**config.mk**
```make
export PLATFORM = sky130hd
export DESIGN_NAME = mem_ctrl_dual
export DESIGN_NICKNAME = d
export VERILOG_FILES = /design/src/rtl/mem_ctrl_dual.sv
export SDC_FILE = /design/constraint.sdc
export NUM_CORES = 1
export LEC_CHECK = 0
export BUFFER_PORTS_ARGS = -buffer_cell sky130_fd_sc_hd__buf_2
export CORE_ASPECT_RATIO = 0.5
export CORE_MARGIN = 2
export CORE_UTILIZATION = 56
export CTS_BUF_LIST = sky130_fd_sc_hd__clkbuf_8
export CTS_CLUSTER_DIAMETER = 50
export DETAILED_ROUTE_END_ITERATION = 16
export PLACE_DENSITY = 0.92
export SLEW_MARGIN = 20
export SYNTH_ARGS = -nofsm -noshare
export SYNTH_HDL_FRONTEND = slang
export SYNTH_SLANG_ARGS = --single-unit
```
**constraint.sdc**
```tcl
create_clock -name clk -period 6.9 [get_ports clk]
set_input_delay 0.345 -clock clk [delete_from_list [all_inputs] [get_ports clk]]
set_output_delay 0.345 -clock clk [all_outputs]
set_load 0.05 [all_outputs]
```
**src/rtl/mem_ctrl_dual.sv**
```systemverilog
// Dual-channel (fetch + load/store) byte-serial memory controller.
// Optional macro MC_IO_THROTTLE_EN withholds IO stores while io_buffer_full.
module mem_ctrl_dual #(
  parameter int LINE_BYTES = 4,
  parameter int ADDR_W     = 32
) (
  input  logic                    clk,
  input  logic                    rst,
  input  logic                    rdy,
  input  logic [7:0]              mem_din,
  input  logic                    io_buffer_full,
  output logic [7:0]              mem_dout,
  output logic [ADDR_W-1:0]       mem_a,
  output logic                    mem_wr,
  input  logic                    if_req,
  input  logic [ADDR_W-1:0]       if_addr,
  output logic                    if_valid,
  output logic [8*LINE_BYTES-1:0] if_data,
  input  logic                    ls_req,
  input  logic                    ls_we,
  input  logic [1:0]              ls_size,
  input  logic [ADDR_W-1:0]       ls_addr,
  input  logic [31:0]             ls_wdata,
  output logic                    ls_valid,
  output logic [31:0]             ls_rdata
);

  localparam int LW = 8 * LINE_BYTES;
  localparam int CW = 5;

  typedef enum logic [1:0] {IDLE, BUSY, DONE} state_t;

  state_t            state_q, state_d;
  logic [CW-1:0]     cnt_q, cnt_d;
  logic [CW-1:0]     nb_q, nb_d;
  logic [CW-1:0]     idx;
  logic [ADDR_W-1:0] base_q, base_d;
  logic [31:0]       wdata_q, wdata_d;
  logic              ls_q, ls_d;
  logic              wr_q, wr_d;
  logic [LW-1:0]     buf_q, buf_d;
  logic              ls_ok;
  logic              last;

`ifdef MC_IO_THROTTLE_EN
  assign ls_ok = ls_req &&
    !(ls_we && (ls_addr[17:16] == 2'b11) && io_buffer_full);
`else
  logic unused_full;
  assign unused_full = io_buffer_full;
  assign ls_ok = ls_req;
`endif

  // Next state, request latch, read assembly and bus outputs.
  always_comb begin
    state_d  = state_q;
    cnt_d    = cnt_q;
    nb_d     = nb_q;
    base_d   = base_q;
    wdata_d  = wdata_q;
    ls_d     = ls_q;
    wr_d     = wr_q;
    buf_d    = buf_q;
    mem_a    = '0;
    mem_wr   = 1'b0;
    mem_dout = '0;
    if_valid = 1'b0;
    ls_valid = 1'b0;
    idx      = cnt_q - 1'b1;
    last     = wr_q ? (cnt_q == nb_q - 1'b1) : (cnt_q == nb_q);
    unique case (state_q)
      IDLE: begin
        cnt_d = '0;
        buf_d = '0;
        if (ls_ok) begin
          ls_d    = 1'b1;
          wr_d    = ls_we;
          base_d  = ls_addr;
          wdata_d = ls_wdata;
          unique case (ls_size)
            2'd0:    nb_d = CW'(1);
            2'd1:    nb_d = CW'(2);
            default: nb_d = CW'(4);
          endcase
          state_d = BUSY;
        end else if (if_req) begin
          ls_d    = 1'b0;
          wr_d    = 1'b0;
          base_d  = if_addr;
          wdata_d = '0;
          nb_d    = CW'(LINE_BYTES);
          state_d = BUSY;
        end
      end
      BUSY: begin
        if (wr_q) begin
          mem_wr   = 1'b1;
          mem_a    = base_q + ADDR_W'(cnt_q);
          mem_dout = wdata_q[{cnt_q[1:0], 3'b000} +: 8];
        end else begin
          if (cnt_q < nb_q)
            mem_a = base_q + ADDR_W'(cnt_q);
          if (cnt_q != '0)
            buf_d[{idx, 3'b000} +: 8] = mem_din;
        end
        if (last)
          state_d = DONE;
        else
          cnt_d = cnt_q + 1'b1;
      end
      DONE: begin
        if_valid = !ls_q;
        ls_valid = ls_q;
        state_d  = IDLE;
      end
      default: state_d = IDLE;
    endcase
  end

  // Control state; frozen while rdy is low.
  always_ff @(posedge clk or posedge rst) begin
    if (rst) begin
      state_q <= IDLE;
      cnt_q   <= '0;
      nb_q    <= '0;
      base_q  <= '0;
      wdata_q <= '0;
      ls_q    <= 1'b0;
      wr_q    <= 1'b0;
      buf_q   <= '0;
    end else if (rdy) begin
      state_q <= state_d;
      cnt_q   <= cnt_d;
      nb_q    <= nb_d;
      base_q  <= base_d;
      wdata_q <= wdata_d;
      ls_q    <= ls_d;
      wr_q    <= wr_d;
      buf_q   <= buf_d;
    end
  end

  // Result registers only update when a read completes.
  always_ff @(posedge clk or posedge rst) begin
    if (rst) begin
      if_data  <= '0;
      ls_rdata <= '0;
    end else if (rdy && state_q == BUSY && last && !wr_q) begin
      if (ls_q)
        ls_rdata <= buf_d[31:0];
      else
        if_data <= buf_d;
    end
  end

endmodule
```
==> qor.log, run 1 <==
INFO  outcome        outcome=complete, no violations
INFO  worst_setup_path start_kind=flop
INFO  global_route   number_of_global_route_vias_before_repair=7938
INFO  power_and_ir_drop max-vdd-ir-drop=299.7uV
INFO  clock_network  hold_buffers=0
INFO  clock_network  clkSlewWorstSetupHoldPaths=0.10ns
INFO  timing         relative_slew_slack=27.65%
INFO  yosys          post_synth_inst_count=937
INFO  yosys          synth.top_cells.by_count=dfrtp_1 (172), nand2_1 (99), o21ai_0 (70)
INFO  power_and_ir_drop switchingPower=2.839mW
INFO  floorplan      top_level_ports=220
INFO  clock_network  clock_sink_count=172
INFO  floorplan      rows=33
INFO  clock_network  insertion_delay=0.48ns
INFO  detailed_routing dr.pass1.iters=10
INFO  yosys          synth_largest_type_area_fraction=46.90%
INFO  yosys          yosys-top-cells-area=dfrtp_1 (47%), a22o_1 (4.6%), nand2_1 (4.0%)
INFO  floorplan      start_util=56.69%
INFO  yosys          synthMostInstantiatedCell=dfrtp_1
INFO  flow_run       total_of_max_cap_violations=0
INFO  timing         timing.clock.skew=0.02343ns
INFO  timing         finalCritPeriodShare=59.35%
INFO  timing         clock.fmax=244.2MHz
INFO  power_and_ir_drop cellLeakagePower=5.116nW
INFO  timing         totalNegativeSetupSlack=0ns
INFO  global_route   wire_length_of_the_first_global_routing_pass=39160um
INFO  timing         number_of_slew_limit_violations_in_the_final_report=0
INFO  clock_network  cts_tree=built
INFO  clock_network  cts_root_buf=clkbuf_8
INFO  yosys          synth_ff_type=dfrtp_1
INFO  global_route   track_usage=28.36%
INFO  floorplan      die_width=185.0um
INFO  timing         grt_setup_unrepaired=false
INFO  floorplan      floorplan.die_area=17490um^2
INFO  power_and_ir_drop power.combinational.fraction=54.0%
INFO  placed_design  place.port_buffers=218
INFO  yosys          synth.ff_latch_count=172
INFO  detailed_routing drt_iter0_drc=841
INFO  yosys          synthesis.nets=1064
INFO  global_route   grt_overflow_total=0
INFO  finish         drive_gt1_share=26.23%
INFO  worst_setup_path r2r_start=cnt_q[0]
INFO  yosys          number_of_synthesized_flops_with_an_enable_pin=0
INFO  yosys          synthesized_area_divided_by_synthesized_cell_count=9.793um^2
INFO  yosys          synth.yosys.warnings=0
INFO  detailed_routing drtAntennaViolNets=0
INFO  detailed_routing detail_route.wirelength=24480um
INFO  timing         finalHoldViolCount=0
INFO  worst_setup_path worst-r2r-cell-count=9
INFO  placed_design  placed_cells_incl_taps=1316
INFO  power_and_ir_drop power.share.switching=52.40%
INFO  power_and_ir_drop power_per_cell_area=505.4nW/um^2
INFO  floorplan      fp.dieH=94.52um
INFO  clock_network  cts_buffer_depth=2
INFO  hold_path      hold_path.class=in -> async
INFO  yosys          yosys.cell_types.count=71
INFO  worst_setup_path path_class=reg -> reg
INFO  yosys          synthDominantAreaCellType=dfrtp_1
INFO  worst_setup_path cp.arrival=4.50ns
INFO  power_and_ir_drop pwr-share-seq=32.8%
INFO  finish         areaGrowthSynthToFinish=16.85%
INFO  detailed_routing total_via_count_after_detailed_routing=8326
INFO  yosys          ys_seq_area_share=46.90%
INFO  floorplan      design.core.area=16190um^2
INFO  finish         final_cell_count_no_fill=1350
INFO  power_and_ir_drop intPower=2.580mW
INFO  detailed_routing routed_via_density=6.167
INFO  power_and_ir_drop power.share.clock=13.2%
INFO  worst_setup_path worst-path-max-fanout=25
INFO  worst_setup_path rrSetupSlack=2.81ns
INFO  timing         finalCriticalPeriod=4.095ns
INFO  clock_network  total_of_cells_resized_after_clock_tree_synthesis=0
INFO  clock_network  cts_buffers=17
INFO  yosys          netlist_area=9176um^2
INFO  worst_setup_path crit_path_end_kind=flop
INFO  detailed_routing avgRoutedWirePerCell=18.13um
INFO  timing         worst_pin_slew=1.085ns
INFO  clock_network  cts-htree-levels=4
INFO  finish         number_of_nets_in_the_layout=1235
INFO  yosys          synth_async_sr_flop_share=100.0%
INFO  global_route   grt_max_degree=99
INFO  worst_setup_path worst_ep_required_time=7.30ns
INFO  placed_design  place_hpwl=16920um
INFO  worst_setup_path worst_r2r_endpoint=if_data[17]
INFO  placed_design  globalplace.congestion=0.8718
INFO  timing         setup_violations=0
INFO  detailed_routing post_route_drc=0
INFO  global_route   grt_antenna_before_repair=2
INFO  clock_network  cts_setup_buffers=0
-- worst max path at each step --
stage,start,to,depth (start not counted)
5_1_grt,cnt_q[0],if_data[17],9
6_report,cnt_q[0],if_data[17],9
2_1_floorplan,rst,base_q[0],1
3_5_place_dp,cnt_q[0],if_data[16],9
4_1_cts,cnt_q[1],mem_a[31],8
3_3_place_gp,cnt_q[0],if_data[22],9
-- state kept, by name, indices dropped and copies added (netlist names) --
| register | flops |
|---|---|
| base_q | 32 |
| buf_q | 32 |
| cnt_q | 5 |
| if_data | 32 |
| ls_q | 1 |
| ls_rdata | 32 |
| nb_q | 3 |
| state_q | 2 |
| wdata_q | 32 |
| wr_q | 1 |
-- final cells by class --
cell class | count | area [um^2]
repair buffers | 228 | 1166
inverters | 19 | 76.32
flip-flops and latches | 172 | 4304
clock inverters | 14 | 145.1
fillers | 1244 | 5463
well taps | 227 | 284.0
diodes | 2 | 5.005
multi-input cells | 670 | 4494
clock buffers | 18 | 247.7
-- metal layers --
layer | part of all wire [%] | GRT usage (%) | vias up
met5 | 0 | 0 | -
met4 | 2.8 | 11.71 | 0
met3 | 7.4 | 5.978 | 72
met2 | 49 | 48.00 | 442
met1 | 41 | 35.98 | 4046
li1 | - | - | 3766
-- cells by family (layout without fill, tap and decap cells) --
family,count (synthesis),after routing,share of synthesized area [%]
flops,172,172,46.90
simple gates,295,295,15.99
mux,56,56,7.349
fa+ha+maj,14,14,1.991
other cells,0,2,0
xor+xnor,28,28,2.672
buf+inv,95,279,4.391
compound gates,277,277,20.70
-- worst max-delay path, cell delays in order (launching register included) --
cell      delay, ns
dfrtp_1        0.70
buf_4          0.33
inv_1          0.13
ha_1           0.33
nand2b_1       0.15
nor4_1         0.32
a22o_1         0.56
nand2_1        0.60
nor2_1         0.64
a221o_1        0.26
-- through the flow --
stage / hold slack (ns) / utilization (%) / area [um^2] / worst slack (ns) / power, mW
floorplan: 0.4538 / - / 9176 / 1.895 / 3.980
global placement: 0.4565 / 63.71 / 10310 / 2.928 / 4.542
detailed placement: 0.4705 / 63.71 / 10310 / 2.837 / 4.672
CTS: 0.07910 / 66.13 / 10700 / 2.492 / 5.401
global route: 0.08129 / 66.25 / 10720 / 2.487 / 5.725
finish: 0.02303 / 66.25 / 10720 / 2.805 / 5.419
-- power groups by stage --
stage | Sequential, mW | Clock, mW | Combinational [mW]
2_1_floorplan | 2.09 | 0 | 1.89
3_3_place_gp | 1.75 | 0 | 2.79
3_5_place_dp | 1.78 | 0 | 2.89
4_1_cts | 1.77 | 0.724 | 2.91
5_1_grt | 1.83 | 0.762 | 3.14
6_report | 1.78 | 0.715 | 2.93
-- cells in the final DEF, fill, tap and decap left out, types with 6 or more instances in the layout --
cell type / Yosys / final
nor2b_1: 6 / 6
nand2_1: 99 / 99
a22oi_1: 26 / 26
o31ai_1: 7 / 7
a21oi_1: 52 / 50
a221o_1: 8 / 8
a32o_1: 10 / 10
buf_2: 10 / 218
nand3_1: 19 / 19
nor2_1: 64 / 64
xnor2_1: 22 / 22
a22o_1: 48 / 48
inv_1: 19 / 18
o21ai_1: 10 / 10
or4_1: 8 / 8
and2_1: 15 / 15
and3_1: 19 / 18
or3_1: 6 / 6
clkbuf_8: 0 / 18
nand2b_1: 7 / 7
a31oi_1: 7 / 7
o21ai_0: 70 / 69
mux2i_1: 37 / 37
ha_1: 13 / 13
buf_4: 3 / 10
mux2_2: 9 / 9
nor3_1: 15 / 14
xor2_1: 6 / 6
nor4_1: 7 / 7
dfrtp_1: 172 / 172
mux4_2: 8 / 8
Note: power is estimated with default switching activity, not from simulation.
==> inputs of run 2 (changes only) <==
--- a/config.mk
+++ b/config.mk
@@ -8,11 +8,11 @@
 export BUFFER_PORTS_ARGS = -buffer_cell sky130_fd_sc_hd__buf_2
 export CORE_ASPECT_RATIO = 0.5
 export CORE_MARGIN = 2
-export CORE_UTILIZATION = 56
+export CORE_UTILIZATION = 51
 export CTS_BUF_LIST = sky130_fd_sc_hd__clkbuf_8
 export CTS_CLUSTER_DIAMETER = 50
 export DETAILED_ROUTE_END_ITERATION = 16
-export PLACE_DENSITY = 0.92
+export PLACE_DENSITY = 0.89
 export SLEW_MARGIN = 20
 export SYNTH_ARGS = -nofsm -noshare
 export SYNTH_HDL_FRONTEND = slang
==> constraint.sdc (replaced) <==
create_clock -name clk -period 3.7 [get_ports clk]
set_input_delay 0.185 -clock clk [delete_from_list [all_inputs] [get_ports clk]]
set_output_delay 0.185 -clock clk [all_outputs]
set_load 0.05 [all_outputs]
==> qor.log, run 2 (synthesis results as in run 1) <==
INFO  timing         grt_setup_unrepaired=false [unchanged]
INFO  global_route   number_of_global_route_vias_before_repair=8336 [was 7938]
INFO  timing         relative_slew_slack=28.77% [was 27.65%]
INFO  worst_setup_path crit_path_end_kind=output pin [was flop]
INFO  detailed_routing route.layer.met1.wl=10970um [was 9935 um]
INFO  global_route   grt_max_degree=93 [was 99]
INFO  detailed_routing total_via_count_after_detailed_routing=8549 [was 8326]
INFO  detailed_routing drtAntennaViolNets=0 [unchanged]
INFO  clock_network  cts-htree-levels=4 [unchanged]
INFO  detailed_routing post_route_drc=0 [unchanged]
INFO  detailed_routing dr.max_layer_used=met4 [unchanged]
INFO  flow_run       total_of_max_cap_violations=0 [unchanged]
INFO  power_and_ir_drop cellLeakagePower=5.374nW [was 5.116 nW]
INFO  floorplan      top_level_ports=220 [unchanged]
INFO  global_route   grt_overflow_total=0 [unchanged]
INFO  global_route   wire_length_of_the_first_global_routing_pass=43090um [was 39160 um]
INFO  worst_setup_path critical_path.cell_chain=ha_1, fa_1, a21oi_1, o21bai_1, a21oi_2, buf_4, nor4_1, xnor2_1, nor2_1, buf_2 [was buf_4, inv_1, ha_1, nand2b_1, nor4_1, a22o_1, nand2_1, nor2_1, a221o_1]
INFO  clock_network  insertion_delay=0.47ns [was 0.48 ns]
INFO  timing         setup_violations=0 [unchanged]
INFO  finish         multi_input_comb_area=4486um^2 [was 4494 um^2]
INFO  timing         worst_pin_slew=1.069ns [was 1.085 ns]
INFO  global_route   track_usage=28.32% [was 28.36%]
INFO  power_and_ir_drop power_per_cell_area=918.8nW/um^2 [was 505.4 nW/um^2]
INFO  floorplan      floorplan.die_area=19150um^2 [was 17490 um^2]
INFO  worst_setup_path crit_path_max_incr_delay=0.46ns [was 0.70 ns]
INFO  placed_design  place_hpwl=18030um [was 16920 um]
INFO  timing         timing.clock.skew=0.01908ns [was 0.02343 ns]
INFO  timing         finalHoldViolCount=0 [unchanged]
INFO  worst_setup_path cp_slowest_cell=dfrtp_1 [unchanged]
INFO  detailed_routing detail_route.wirelength=27340um [was 24480 um]
INFO  worst_setup_path start_kind=flop [unchanged]
INFO  power_and_ir_drop max-vdd-ir-drop=656.4uV [was 299.7 uV]
INFO  timing         number_of_slew_limit_violations_in_the_final_report=0 [unchanged]
INFO  clock_network  cts_tree=built [unchanged]
INFO  worst_setup_path rrSetupSlack=0.48ns [was 2.81 ns]
INFO  floorplan      start_util=52.48% [was 56.69%]
INFO  detailed_routing detailroute.wirelength.met2=13310um [was 12040 um]
INFO  finish         filler_cell_count=1360 [was 1244]
INFO  clock_network  clkSlewWorstSetupHoldPaths=0.10ns [about the same]
INFO  clock_network  cts_root_buf=clkbuf_8 [unchanged]
INFO  finish         layout.area.seq=4305um^2 [was 4304 um^2]
INFO  global_route   grt_antenna_before_repair=1 [was 2]
INFO  placed_design  place.port_buffers=218 [unchanged]
INFO  detailed_routing dr.pass1.iters=6 [was 10]
INFO  power_and_ir_drop total_power=10.39mW [was 5.419 mW]
INFO  worst_setup_path worst-path-max-fanout=7 [was 25]
INFO  finish         areaGrowthSynthToFinish=23.18% [was 16.85%]
INFO  hold_path      hold_path.class=in -> reg [was in -> async]
INFO  detailed_routing drt_iter0_drc=756 [was 841]
INFO  clock_network  cts_buffer_depth=2 [unchanged]
INFO  finish         most-common-layout-cells=buf_2 (218), dfrtp_1 (171), nand2_1 (99) [was buf_2 (218), dfrtp_1 (172), nand2_1 (99)]
INFO  detailed_routing avgRoutedWirePerCell=19.35um [was 18.13 um]
INFO  placed_design  globalplace.congestion=0.8765 [was 0.8718]
INFO  worst_setup_path cp.arrival=3.15ns [was 4.50 ns]
INFO  clock_network  cts_buffers=17 [unchanged]
INFO  floorplan      design.core.area=17480um^2 [was 16190 um^2]
INFO  timing         clock.fmax=299.8MHz
INFO  detailed_routing routed_via_density=6.050 [was 6.167]
INFO  floorplan      die_width=193.7um [was 185.0 um]
INFO  clock_network  clock_sink_count=172 [unchanged]
INFO  finish         layout_commonest_cell=buf_2 [unchanged]
INFO  timing         totalNegativeSetupSlack=0ns [unchanged]
INFO  detailed_routing met3WireLength=2046um [was 1806 um]
INFO  finish         number_of_nets_in_the_layout=1291 [was 1235]
INFO  timing         finalCritPeriodShare=90.14%
INFO  finish         drive_gt1_share=26.17% [was 26.23%]
INFO  floorplan      fp.dieH=98.85um [was 94.52 um]
INFO  worst_setup_path path_class=reg -> out [was reg -> reg]
INFO  floorplan      rows=34 [was 33]
INFO  worst_setup_path worst_ep_required_time=3.51ns [was 7.30 ns]
INFO  outcome        outcome=complete, no violations [unchanged]
INFO  clock_network  cts_setup_buffers=0 [unchanged]
INFO  timing         finalCriticalPeriod=3.335ns
[run 2: cell count changes in the layout (fill, tap and decap cells not counted), sizes merged]
| cell | before | now |
|---|---|---|
| buf | 228 | 243 |
| bufinv | 0 | 1 |
| clkbuf | 18 | 17 |
| clkinv | 5 | 6 |
| clkinvlp | 1 | 3 |
| dlygate4sd3 | 0 | 41 |
| inv | 27 | 24 |
[run 2: where the power goes]
group / internal (mW) / switching [mW]
sequential: 2.62 / 0.680
combinational: 1.77 / 3.92
clock: 0.576 / 0.831
[run 2: area by class of cell]
class                      instances  area share [%]
multi-input combinational        670           39.68
sequential                       172           38.09
timing repair buffer             284           15.23
antenna                            2         0.04428
clock inverter                    15           1.627
inverter                          19          0.6642
clock buffer                      17           2.070
tap                              234           2.590
[run 2: worst paths after layout]
check | start | cells past startpoint | to
max reg2reg | cnt_q[0] | 8 | buf_q[6]
min in group asynchronous | rst | 3 | wdata_q[5]
min reg2reg | if_data[11] | 2 | if_data[11]
min | if_addr[28] | 3 | base_q[28]
max in group asynchronous | rst | 4 | wdata_q[17]
max | cnt_q[0] | 10 | mem_a[30]
[run 2: worst max-delay path, delay by kind of cell, from the launching register on]
kind	cells	cell delay, ns
AO/OA/AOI/OAI	3	0.65
flip-flops	1	0.46
adder cells (fa/ha/maj)	2	0.67
XOR/XNOR	1	0.16
buffers and inverters	2	0.53
AND/OR/NAND/NOR	2	0.22
[run 2: per-layer routing]
metal / global-route usage, % / vias up
met4: 14.03 / 0
met3: 5.305 / 89
met1: 36.16 / 4146
met2: 47.01 / 433
li1: - / 3881
met5: 0 / -
[run 2: timing repair]
action,CTS,global route
setup endpoints to repair,0,20
hold buffers,41,0
endpoints found under the hold margin,77,0
gates resized for setup,0,3
[run 2: per-stage QoR]
step           setup WS, ns  utilization [%]   hold WS, ns  cell area (um^2)  cells
6_report             0.3646            64.65       0.01305             11300   1413
3_3_place_gp         0.7371            59.69        0.3817             10440   1337
2_1_floorplan        0.6330                -        0.3177              9180    937
3_5_place_dp         0.6834            59.85        0.4047             10460   1338
4_1_cts              0.1591            64.58  0.0000001665             11290   1411
5_1_grt              0.1069            64.63       0.01989             11300   1412
